--- src/rtl/led_anim_pkg.sv ---
//------------------------------------------------------------------------------
// led_anim_pkg
// Shared mode encoding and mode-stepping helpers for the LED animation blocks.
// Revision: 1.0
//------------------------------------------------------------------------------
`default_nettype none

package led_anim_pkg;

    typedef logic [1:0] mode_t;

    localparam mode_t MODE_SHIFT = 2'd0;
    localparam mode_t MODE_FILL  = 2'd1;
    localparam mode_t MODE_PWM   = 2'd2;
    localparam mode_t MODE_IDLE  = 2'd3;

    typedef enum logic [1:0] {
        STEP_NONE = 2'd0,
        STEP_NEXT = 2'd1,
        STEP_PREV = 2'd2
    } step_t;

    function automatic mode_t mode_next(input mode_t m, input mode_t last);
        return (m == last) ? MODE_SHIFT : mode_t'(m + 2'd1);
    endfunction

    function automatic mode_t mode_prev(input mode_t m, input mode_t last);
        return (m == MODE_SHIFT) ? last : mode_t'(m - 2'd1);
    endfunction

endpackage

`default_nettype wire

--- src/rtl/btn_debounce.sv ---
//------------------------------------------------------------------------------
// btn_debounce
// Two-flop synchroniser, stable-count debouncer and rising-edge press detect.
// Revision: 1.0
//------------------------------------------------------------------------------
`default_nettype none

module btn_debounce
    import led_anim_pkg::*;
#(
    parameter int DEB_CYCLES = 20
) (
    input  logic clk,
    input  logic rst,
    input  logic btn_raw,
    output logic btn_db,
    output logic press
);

    localparam int            CW       = $clog2(DEB_CYCLES + 1);
    localparam logic [CW-1:0] CNT_LAST = CW'(DEB_CYCLES - 1);

    logic          s1_q;
    logic          s2_q;
    logic          db_q;
    logic          db_d;
    logic          db_dly_q;
    logic [CW-1:0] cnt_q;
    logic [CW-1:0] cnt_d;

    // Any cycle where the synced level agrees with db restarts the count.
    always_comb begin
        cnt_d = cnt_q;
        db_d  = db_q;
        if (s2_q == db_q) begin
            cnt_d = '0;
        end else if (cnt_q == CNT_LAST) begin
            db_d  = s2_q;
            cnt_d = '0;
        end else begin
            cnt_d = cnt_q + 1'b1;
        end
    end

    always_ff @(posedge clk) begin
        if (rst) begin
            s1_q     <= 1'b0;
            s2_q     <= 1'b0;
            db_q     <= 1'b0;
            db_dly_q <= 1'b0;
            cnt_q    <= '0;
        end else begin
            s1_q     <= btn_raw;
            s2_q     <= s1_q;
            db_q     <= db_d;
            db_dly_q <= db_q;
            cnt_q    <= cnt_d;
        end
    end

    assign btn_db = db_q;
    assign press  = db_q & ~db_dly_q;

endmodule

`default_nettype wire

--- src/rtl/mode_select.sv ---
//------------------------------------------------------------------------------
// mode_select
// Debounced next/prev buttons and optional auto-advance drive a wrapping mode.
// Revision: 1.0
//------------------------------------------------------------------------------
`default_nettype none

module mode_select
    import led_anim_pkg::*;
#(
    parameter int DEB_CYCLES  = 20,
    parameter int NUM_MODES   = 4,
    parameter int AUTO_PERIOD = 1000
) (
    input  logic  clk,
    input  logic  rst,
    input  logic  btn_next,
    input  logic  btn_prev,
    input  logic  auto_en,
    output mode_t mode,
    output logic  mode_changed,
    output logic  btn_next_db,
    output logic  btn_prev_db
);

    localparam mode_t         LAST_MODE = mode_t'(NUM_MODES - 1);
    localparam int            TW        = $clog2(AUTO_PERIOD + 1);
    localparam logic [TW-1:0] TMR_LAST  = TW'(AUTO_PERIOD - 1);

    logic          press_next;
    logic          press_prev;
    logic          auto_tick;
    step_t         step;
    mode_t         mode_q;
    mode_t         mode_d;
    logic          changed_q;
    logic [TW-1:0] tmr_q;
    logic [TW-1:0] tmr_d;

    btn_debounce #(
        .DEB_CYCLES (DEB_CYCLES)
    ) u_deb_next (
        .clk     (clk),
        .rst     (rst),
        .btn_raw (btn_next),
        .btn_db  (btn_next_db),
        .press   (press_next)
    );

    btn_debounce #(
        .DEB_CYCLES (DEB_CYCLES)
    ) u_deb_prev (
        .clk     (clk),
        .rst     (rst),
        .btn_raw (btn_prev),
        .btn_db  (btn_prev_db),
        .press   (press_prev)
    );

    assign auto_tick = auto_en && (tmr_q == TMR_LAST);

    always_comb begin
        step   = STEP_NONE;
        mode_d = mode_q;
        tmr_d  = tmr_q + 1'b1;

        // Simultaneous presses cancel; a press always beats the auto tick.
        if (press_next && press_prev) begin
            step = STEP_NONE;
        end else if (press_next) begin
            step = STEP_NEXT;
        end else if (press_prev) begin
            step = STEP_PREV;
        end else if (auto_tick) begin
            step = STEP_NEXT;
        end

        case (step)
            STEP_NEXT: mode_d = mode_next(mode_q, LAST_MODE);
            STEP_PREV: mode_d = mode_prev(mode_q, LAST_MODE);
            default:   mode_d = mode_q;
        endcase

        if (press_next || press_prev || !auto_en || auto_tick) begin
            tmr_d = '0;
        end
    end

    always_ff @(posedge clk) begin
        if (rst) begin
            mode_q    <= MODE_SHIFT;
            changed_q <= 1'b0;
            tmr_q     <= '0;
        end else begin
            mode_q    <= mode_d;
            changed_q <= (mode_d != mode_q);
            tmr_q     <= tmr_d;
        end
    end

    assign mode         = mode_q;
    assign mode_changed = changed_q;

endmodule

`default_nettype wire
--- config.mk ---
export PLATFORM = sky130hd
export DESIGN_NAME = mode_select
export DESIGN_NICKNAME = d
export VERILOG_FILES = /design/src/rtl/led_anim_pkg.sv /design/src/rtl/btn_debounce.sv /design/src/rtl/mode_select.sv
export SDC_FILE = /design/constraint.sdc
export NUM_CORES = 1
export LEC_CHECK = 0
export ABC_CLOCK_PERIOD_IN_PS = 6100
export BUFFER_PORTS_ARGS = -buffer_cell sky130_fd_sc_hd__buf_2
export CORE_MARGIN = 5
export CORE_UTILIZATION = 50
export DETAILED_ROUTE_END_ITERATION = 8
export HOLD_SLACK_MARGIN = 0.02
export PLACE_DENSITY = 0.67
export SYNTH_ARGS = -nofsm -noshare
export SYNTH_HDL_FRONTEND = slang
export SYNTH_SLANG_ARGS = --single-unit
--- constraint.sdc ---
create_clock -name clk -period 6.1 [get_ports clk]
set_clock_uncertainty 0.05 [all_clocks]
set_input_delay 0.61 -clock clk [delete_from_list [all_inputs] [get_ports clk]]
set_output_delay 0.61 -clock clk [all_outputs]
set_load 0.03 [all_outputs]
==> out/metrics.cfg, run 1 <==
[floorplanning]
ioPinCount = 10
rows = 18
core_area_sq_um = 2500
die_x_microns = 61.5
die_h_microns = 61.5
die-area_sq_um = 3780
initial_core_util_pct = 53.1

[clocking]
tritoncts = yes
numCtsBuffers = 5
cts_sinks = 31
cts.clk_slew.worst_paths_ns = 0.09
ctsResizeCount = 0
hold_buffers = 0
clockBufferDepth = 2
post_cts_buffers = 0
clk_latency_ns = 0.33
ctsHtreeMaxLevel = 2
cts_root_buf = clkbuf_4

[logic_synthesis]
synth_area_per_cell_sq_um = 9.90
synth_cells = 134
ys_warn_count = 0
syn-cell-area_sq_um = 1330
synth.net_count = 146
ys_seq_area_share_pct = 46.8
synth_cell_types = 31
ys_ff_latch = 31

[hold_path]
hold_path_startpoint = u_deb_next.s1_q
hp-class = flop to flop
whs_path_depth = 1
hold_end = u_deb_next.s2_q

[placed_design]
dp_slack_ns = 3.76
finalWeightedCongestion = 0.709
portBuffers = 9
dp_hpwl_mm = 1.61

[power_and_ir_drop]
netSwitchingPower_uw = 76.6
internal-power_uw = 305
pwr_density_cell_nw_per_um2 = 255
switching_share_pct = 20.1
cellLeakagePower_nw = 0.544
p_comb_share_pct = 2.0
power_frac_seq_pct = 54.1
ir_drop_uv = 179
clock_power_share_pct = 44.0
p_total_uw = 381

[cells_and_area]
area_delta_synth_final_pct = 12.6
fin_nets = 161
layout_common_cells = 31 x dfxtp_1, 13 x nor2_1, 9 x buf_2
layout_commonest_cell = dfxtp_1
drive_gt1_share_pct = 16.7
diodes = 0

[timing]
drv_slew = 0
fin_crit_sh_pct = 37.7
min_period_ns = 2.30
max_slew.worst_pin.slew_ns = 0.431
setup_tns_ns = 0
rsz0062_at_grt = false
finalWorstSetupSlack_ns = 3.80
hold_viol = 0
maxSlewHeadroom_pct = 70.9
max_freq_mhz = 435
finalSetupViolations = 0

[grt]
grt_start_max_net_pins = 15
overflow = 0
antenna_found_initial = 0
grt_usage_pct = 14.9
grt_pass1_wl_mm = 4.04
grt_pass1_vias = 972

[detailed_routing]
finalWirelength_mm = 2.26
detail-route-antenna-nets = 0
wl_per_cell_microns = 12.5
drc_errors = 0
drt_pass1_iterations = 4
viasPerCell = 5.35
num_vias = 963
drtIter0Drc = 28

[worst_setup_path]
reg2reg_to = mode_changed
regToRegSetupSlack_ns = 3.80
endpoint_kind = flop
cp-start-kind = flop
crit_required_ns = 6.29
worstPathArrival_ns = 2.49
criticalPathCategory = flop to flop
path_max_fanout = 5
ff2ff_path_depth = 8
regToRegStartpoint = tmr_q[0]

[run_status]
status = finished clean

[job]
drv_cap = 0

## routing by layer
layer / track usage [%] / vias to the layer above / part of all wire [%]
met5: 0 / - / 0
met4: 7.88 / 0 / 2.2
met3: 7.13 / 5 / 4.1
met2: 23.8 / 12 / 45
met1: 16.3 / 442 / 49
li1: - / 504 / -
## per-stage QoR
stage | utilization (%) | area, sq um | hold WS [ns] | instances
finish | 59.8 | 1490 | 0.397 | 180
global route | 59.8 | 1490 | 0.421 | 180
CTS | 59.8 | 1490 | 0.403 | 180
detailed placement | 56.3 | 1410 | 0.380 | 172
global placement | 56.3 | 1410 | 0.369 | 172
floorplan | - | 1330 | 0.364 | 134
## worst max-delay path by stage
stage,endpoint,depth (start not counted),start,slack (ns)
2_1_floorplan,mode_changed,8,auto_en,3.68
3_5_place_dp,mode_changed,8,auto_en,3.76
5_1_grt,mode[0],8,tmr_q[0],3.58
3_3_place_gp,mode_changed,8,auto_en,3.80
4_1_cts,mode_changed,9,tmr_q[0],3.79
6_report,mode_changed,8,tmr_q[0],3.80
## kinds of logic after synthesis
kind of cell | after synthesis | synth area share, %
DFF | 31 | 46.8
AOI/OAI and AO/OA | 17 | 9.34
muxes | 3 | 2.36
xor gates and xnor gates | 11 | 7.26
and+or+nand+nor | 56 | 25.0
buffers and inverters | 9 | 2.64
adders and majority gates | 7 | 6.60
## Yosys cell counts (all sizes together)
| cell type | instances | area (sq um) |
|---|---|---|
| buf | 1 | 5.00 |
| inv | 7 | 26.3 |
| nor2 | 13 | 48.8 |
| a211oi | 8 | 65.1 |
| a311oi | 1 | 8.76 |
| nand3 | 8 | 52.6 |
| and2 | 1 | 6.26 |
| o21ai | 4 | 20.0 |
| clkbuf | 1 | 3.75 |
| or4 | 1 | 11.3 |
| xor2 | 6 | 52.6 |
| nand4 | 3 | 18.8 |
| dfxtp | 31 | 621 |
| nand3b | 1 | 11.3 |
| nand2 | 4 | 15.0 |
| o31ai | 3 | 22.5 |
| or2b | 2 | 17.5 |
| nand4bb | 1 | 11.3 |
| mux2 | 1 | 11.3 |
| ha | 7 | 87.6 |
| o21bai | 1 | 7.51 |
| nor2b | 7 | 43.8 |
| or2 | 1 | 6.26 |
| nand2b | 1 | 6.26 |
| mux2i | 2 | 20.0 |
| xnor2 | 5 | 43.8 |
| nor4bb | 2 | 20.0 |
| or3 | 6 | 37.5 |
| nor3 | 5 | 25.0 |
## worst max-delay path: stages, from the launching register on
cell	delay, ns
dfxtp_1	0.41
ha_1	0.25
nand4_1	0.15
o31ai_1	0.28
nand2_1	0.09
ha_1	0.26
mux2_2	0.30
or2_0	0.20
a311oi_1	0.23
## power by group through the flow
| stage | Clock (mW) | Combinational, mW | Sequential, mW |
|---|---|---|---|
| global placement | 0 | 0.00716 | 0.211 |
| finish | 0.168 | 0.00747 | 0.206 |
| CTS | 0.172 | 0.00758 | 0.206 |
| detailed placement | 0 | 0.00762 | 0.211 |
| global route | 0.182 | 0.00857 | 0.206 |
| floorplan | 0 | 0.00497 | 0.211 |
## final cells by class
class / instances / area, sq um
clock inverters: 2 / 35.0
well taps: 30 / 37.5
repair buffers: 10 / 52.6
clock buffers: 6 / 51.3
fillers: 223 / 1010
inverters: 7 / 26.3
flip-flops and latches: 31 / 621
multi-input cells: 94 / 671
## state kept, by name, indices dropped and copies added, names as in the netlist
register,cells
mode,2
mode_changed,1
tmr_q,10
u_deb_next.btn_db,1
u_deb_next.cnt_q,5
u_deb_next.db_dly_q,1
u_deb_next.s1_q,1
u_deb_next.s2_q,1
u_deb_prev.btn_db,1
u_deb_prev.cnt_q,5
u_deb_prev.db_dly_q,1
u_deb_prev.s1_q,1
u_deb_prev.s2_q,1
(Power assumes the default switching activity.)
==> inputs of run 2 (changes only) <==
- ABC_CLOCK_PERIOD_IN_PS: 6100 -> 2400
- clock period: 6.1 -> 2.4 ns (I/O delays scaled with it)
==> run 2 against run 1 <==
Against the previous run: flip-flop and latch count did not move; critical path depth is the same; sequential power rose to 2.5 times the previous value; cell area increased by 1.0%; clock power rose to 2.5 times the previous value; final cell count up 0.56%; power rose to 2.5 times the previous value; non-clock buffer count is 1 higher; highest routed layer unchanged.
==> out/metrics.cfg, run 2 (synthesized netlist as in run 1, its figures left out) <==
[detailed_routing]
drt_pass1_iterations = 4  ; unchanged
wl_met2_mm = 1.02  ; +0.20%
drtIter0Drc = 22  ; -21%
finalWirelength_mm = 2.21  ; -1.9%
detail-route-antenna-nets = 0  ; unchanged
viasPerCell = 5.44  ; +1.6%
met3_length_microns = 73  ; -21%
highest_layer = met4
wl_per_cell_microns = 12.2  ; -2.4%
met1Wirelength_mm = 1.08  ; -1.6%
num_vias = 984  ; +2.2%
drc_errors = 0  ; unchanged

[worst_setup_path]
endpoint_kind = flop
reg2reg_to = mode_changed
crit_required_ns = 2.58  ; -3.71 ns
crit_chain = ha_2 > nand4_1 > o31ai_2 > nand2_1 > ha_1 > mux2_2 > or2_0 > a311oi_1
path_max_fanout = 5  ; unchanged
worst-path-buf-inv = 0  ; unchanged
crit_family = adder cells
regToRegStartpoint = tmr_q[0]
cp-start-kind = flop
criticalPathCategory = flop to flop
critPathSlowestCell = dfxtp_1
crit_path_end = mode_changed
ff2ff_path_depth = 8  ; unchanged
cp.depth = 8  ; unchanged
startpoint = tmr_q[0]
regToRegSetupSlack_ns = 0.19  ; -3.62 ns
worstPathArrival_ns = 2.39  ; -0.10 ns
critical_path.max_stage_delay_ns = 0.41  ; about the same

[cells_and_area]
layout_common_cells = 31 x dfxtp_1, 13 x nor2_1, 9 x buf_2
seq_area_sq_um = 621  ; unchanged
fin_nets = 162  ; +0.62%
largestRegisters = tmr_q (10), u_deb_next.cnt_q (5), u_deb_prev.cnt_q (5)
final_area_sq_um = 1510  ; +1.0%
fin_cells = 181  ; +0.56%
drive_gt1_share_pct = 18.5  ; +1.9 points
area_delta_synth_final_pct = 13.8
fill_cells = 224  ; +0.45%
multi_input_area_sq_um = 678  ; +1.1%
largest_register = tmr_q
largest_reg_flops = 10  ; unchanged
diodes = 0  ; unchanged
layout_commonest_cell = dfxtp_1

[grt]
overflow = 0  ; unchanged
grt_usage_pct = 14.2  ; -0.70 points
antenna_found_initial = 0  ; unchanged
grt_pass1_vias = 958  ; -1.4%
grt_start_max_net_pins = 15  ; unchanged
grt_pass1_wl_mm = 3.91  ; -3.2%

[placed_design]
portBuffers = 9  ; unchanged
dp_cells = 173  ; +0.58%
placed_area_sq_um = 1420  ; +0.53%
dp_hpwl_mm = 1.59  ; -1.2%
finalWeightedCongestion = 0.763  ; +7.7%

[power_and_ir_drop]
p_comb_share_pct = 2.0  ; about the same
netSwitchingPower_uw = 192  ; +150%
internal-power_uw = 774  ; +150%
switching_share_pct = 19.9  ; -0.21 points
pwr_density_cell_nw_per_um2 = 640  ; +150%
ir_drop_uv = 577  ; +220%
cellLeakagePower_nw = 0.549  ; +0.81%
clock_power_share_pct = 43.8  ; -0.2 points
power_frac_seq_pct = 54.2  ; about the same

[timing]
max_freq_mhz = 452  ; +3.8%
hold_ws_ns = 0.0703  ; -0.326 ns
drv_slew = 0  ; unchanged
fin_crit_sh_pct = 92.3  ; +55 points
finalSetupViolations = 0  ; unchanged
hold_viol = 0  ; unchanged
setup_tns_ns = 0  ; unchanged
maxSlewHeadroom_pct = 69.0  ; -1.9 points
rsz0062_at_grt = false
max_slew.worst_pin.slew_ns = 0.459  ; +0.0278 ns
min_period_ns = 2.21  ; -0.0849 ns

[floorplanning]
die_x_microns = 61.5  ; unchanged
core_area_sq_um = 2500  ; unchanged
die_h_microns = 61.5  ; unchanged
initial_core_util_pct = 53.1  ; unchanged
ioPinCount = 10  ; unchanged
rows = 18  ; unchanged
die-area_sq_um = 3780  ; unchanged

[clocking]
cts_sinks = 31  ; unchanged
clk_latency_ns = 0.32  ; about the same
post_cts_buffers = 0  ; unchanged
cts.clk_slew.worst_paths_ns = 0.10  ; about the same
ctsResizeCount = 0  ; unchanged
cts_root_buf = clkbuf_4
tritoncts = yes
clockBufferDepth = 2  ; unchanged
hold_buffers = 0  ; unchanged
ctsHtreeMaxLevel = 2  ; unchanged
numCtsBuffers = 5  ; unchanged

[job]
drv_cap = 0  ; unchanged

[run_status]
status = finished clean

[hold_path]
hp-class = primary input to flop

run 2: final cells by class:
| cell class | count | share of cell area, % |
|---|---|---|
| clock buffer | 6 | 3.40 |
| clock inverter | 2 | 2.32 |
| inverter | 7 | 1.74 |
| multi-input combinational | 94 | 44.9 |
| timing repair buffer | 11 | 3.98 |
| sequential | 31 | 41.1 |
| tap | 30 | 2.49 |
run 2: how the worst min path moves through the flow:
stage / from / end / slack (ns) / cells past startpoint
2_1_floorplan: rst / u_deb_next.s1_q / 0.26 / 1
3_3_place_gp: u_deb_next.s1_q / u_deb_next.s2_q / 0.37 / 1
3_5_place_dp: u_deb_next.s1_q / u_deb_next.s2_q / 0.38 / 1
4_1_cts: btn_next / u_deb_next.s1_q / 0.05 / 2
5_1_grt: btn_next / u_deb_next.s1_q / 0.05 / 2
6_report: btn_next / u_deb_next.s1_q / 0.07 / 2
run 2: metal layers:
| metal | vias up | GRT usage, % |
|---|---|---|
| met5 | - | 0 |
| met4 | 0 | 7.58 |
| met3 | 7 | 5.66 |
| met2 | 11 | 23.0 |
| met1 | 463 | 15.9 |
| li1 | 503 | - |
run 2: metrics by stage:
| stage | util [%] | total power [mW] | setup slack, ns |
|---|---|---|---|
| after floorplan | - | 0.548 | 0.00842 |
| after global placement | 56.6 | 0.554 | 0.202 |
| after detailed placement | 56.6 | 0.555 | 0.131 |
| after CTS | 60.1 | 0.983 | 0.0979 |
| after global routing | 60.4 | 1.01 | 0.0120 |
| final | 60.4 | 0.966 | 0.186 |
run 2: power by group through the flow:
stage / combinational [mW] / sequential, mW / clock (mW)
floorplan: 0.0126 / 0.535 / 0
finish: 0.0191 / 0.524 / 0.423
global placement: 0.0184 / 0.535 / 0
detailed placement: 0.0191 / 0.536 / 0
CTS: 0.0192 / 0.524 / 0.440
global route: 0.0215 / 0.525 / 0.464
==> inputs of run 3 (changes only) <==
- HOLD_SLACK_MARGIN: 0.02 -> 0.1
==> run 3 against run 2 <==
Against the previous run: die area did not move; first-iteration DRC count is 36% lower; clock power about the same.
==> out/metrics.cfg, run 3 (synthesized netlist as in run 1, its figures left out) <==
[grt]
grt_pass1_wl_mm = 3.97  ; +1.8%
grt_pass1_vias = 966  ; +0.84%
antenna_found_initial = 0  ; unchanged
grt_usage_pct = 14.5  ; +0.26 points
overflow = 0  ; unchanged
grt_start_max_net_pins = 15  ; unchanged

[timing]
finalSetupViolations = 0  ; unchanged
max_freq_mhz = 452  ; unchanged
fin_crit_sh_pct = 92.3  ; unchanged
setup_tns_ns = 0  ; unchanged
finalWorstSetupSlack_ns = 0.186  ; unchanged
drv_slew = 0  ; unchanged
hold_viol = 0  ; unchanged
max_slew.worst_pin.slew_ns = 0.460  ; +0.000777 ns
maxSlewHeadroom_pct = 68.9  ; about the same
rsz0062_at_grt = false
min_period_ns = 2.21  ; unchanged

[power_and_ir_drop]
pwr_density_cell_nw_per_um2 = 634  ; -1.1%
cellLeakagePower_nw = 0.557  ; +1.5%
ir_drop_uv = 575  ; -0.25%
p_total_uw = 969  ; +0.24%

[clocking]
numCtsBuffers = 5  ; unchanged
clk_latency_ns = 0.32  ; about the same
ctsHtreeMaxLevel = 2  ; unchanged
tritoncts = yes
post_cts_buffers = 0  ; unchanged
cts_root_buf = clkbuf_4
cts.clk_slew.worst_paths_ns = 0.10  ; about the same
clockBufferDepth = 2  ; unchanged
cts_sinks = 31  ; unchanged

[worst_setup_path]
endpoint_kind = flop
crit_required_ns = 2.58  ; about the same
worstPathArrival_ns = 2.39  ; about the same
regToRegSetupSlack_ns = 0.19  ; about the same
criticalPathCategory = flop to flop
cp-start-kind = flop
path_max_fanout = 5  ; unchanged

[cells_and_area]
diodes = 0  ; unchanged
fin_util_pct = 61.2  ; +0.80 points
final_area_sq_um = 1530  ; +1.3%
drive_gt1_share_pct = 18.3  ; -0.24 points
layout_common_cells = 31 x dfxtp_1, 13 x nor2_1, 9 x buf_2
area_delta_synth_final_pct = 15.3
largest_register = tmr_q
layout_commonest_cell = dfxtp_1
largestRegisters = tmr_q (10), u_deb_next.cnt_q (5), u_deb_prev.cnt_q (5)
largest_reg_flops = 10  ; unchanged
fin_nets = 164  ; +1.2%

[detailed_routing]
viasPerCell = 5.42  ; -0.39%
detail-route-antenna-nets = 0  ; unchanged
drc_errors = 0  ; unchanged
num_vias = 991  ; +0.71%
drtIter0Drc = 14  ; -36%
finalWirelength_mm = 2.26  ; +2.0%
wl_per_cell_microns = 12.3  ; +0.87%
drt_pass1_iterations = 3  ; -1

[hold_path]
hp-class = primary input to flop

[placed_design]
placed_area_sq_um = 1420  ; unchanged
finalWeightedCongestion = 0.763  ; unchanged
dp_hpwl_mm = 1.59  ; unchanged
dp_slack_ns = 0.131  ; unchanged
portBuffers = 9  ; unchanged

[floorplanning]
die_x_microns = 61.5  ; unchanged
core_area_sq_um = 2500  ; unchanged
die-area_sq_um = 3780  ; unchanged
rows = 18  ; unchanged
initial_core_util_pct = 53.1  ; unchanged
ioPinCount = 10  ; unchanged
die_h_microns = 61.5  ; unchanged

[job]
drv_cap = 0  ; unchanged

[run_status]
status = finished clean

run 3: cell type report:
cell class,instances,area (sq um)
Fill cell,223,971
Sequential cell,31,621
Multi-Input combinational cell,94,678
Clock inverter,2,35.0
Timing Repair Buffer,13,80.1
Inverter,7,26.3
Tap cell,30,37.5
Clock buffer,6,51.3
run 3: timing repair:
action / CTS / global route
hold buffers: 2 / 0
hold endpoints to repair: 2 / 0
resized for setup: 0 / 2
setup endpoints to repair: 0 / 2
run 3: report_power, final:
part	leakage, nW	switching, mW	internal, mW	total (mW)
combinational	0.258	0.0114	0.0105	0.0218
sequential	0.251	0.00385	0.520	0.524
clock	0.0482	0.177	0.246	0.423
run 3: final timing paths:
path / startpoint / endpoint / depth (start not counted)
max reg2reg: tmr_q[0] / mode_changed / 8
min reg2reg: u_deb_prev.s1_q / u_deb_prev.s2_q / 1
min: rst / u_deb_prev.btn_db / 2
max: tmr_q[0] / mode_changed / 8
run 3: routing by layer:
layer / part of all wire, % / wire length, microns / track usage (%)
met5: 0 / 0 / 0
met3: 3.5 / 80 / 5.87
met1: 48 / 1080 / 16.1
met2: 47 / 1060 / 23.6
met4: 1.9 / 42 / 7.58
run 3: per-stage QoR:
step / instances / hold WS [ns]
finish: 183 / 0.194
global route: 183 / 0.186
CTS: 183 / 0.179
detailed placement: 173 / 0.379
global placement: 173 / 0.370
floorplan: 134 / 0.262
run 3: critical path, stage by stage (launching register included):
cell      delay (ns)
dfxtp_1         0.41
ha_2            0.24
nand4_1         0.12
o31ai_2         0.23
nand2_1         0.09
ha_1            0.26
mux2_2          0.30
or2_0           0.20
a311oi_1        0.24
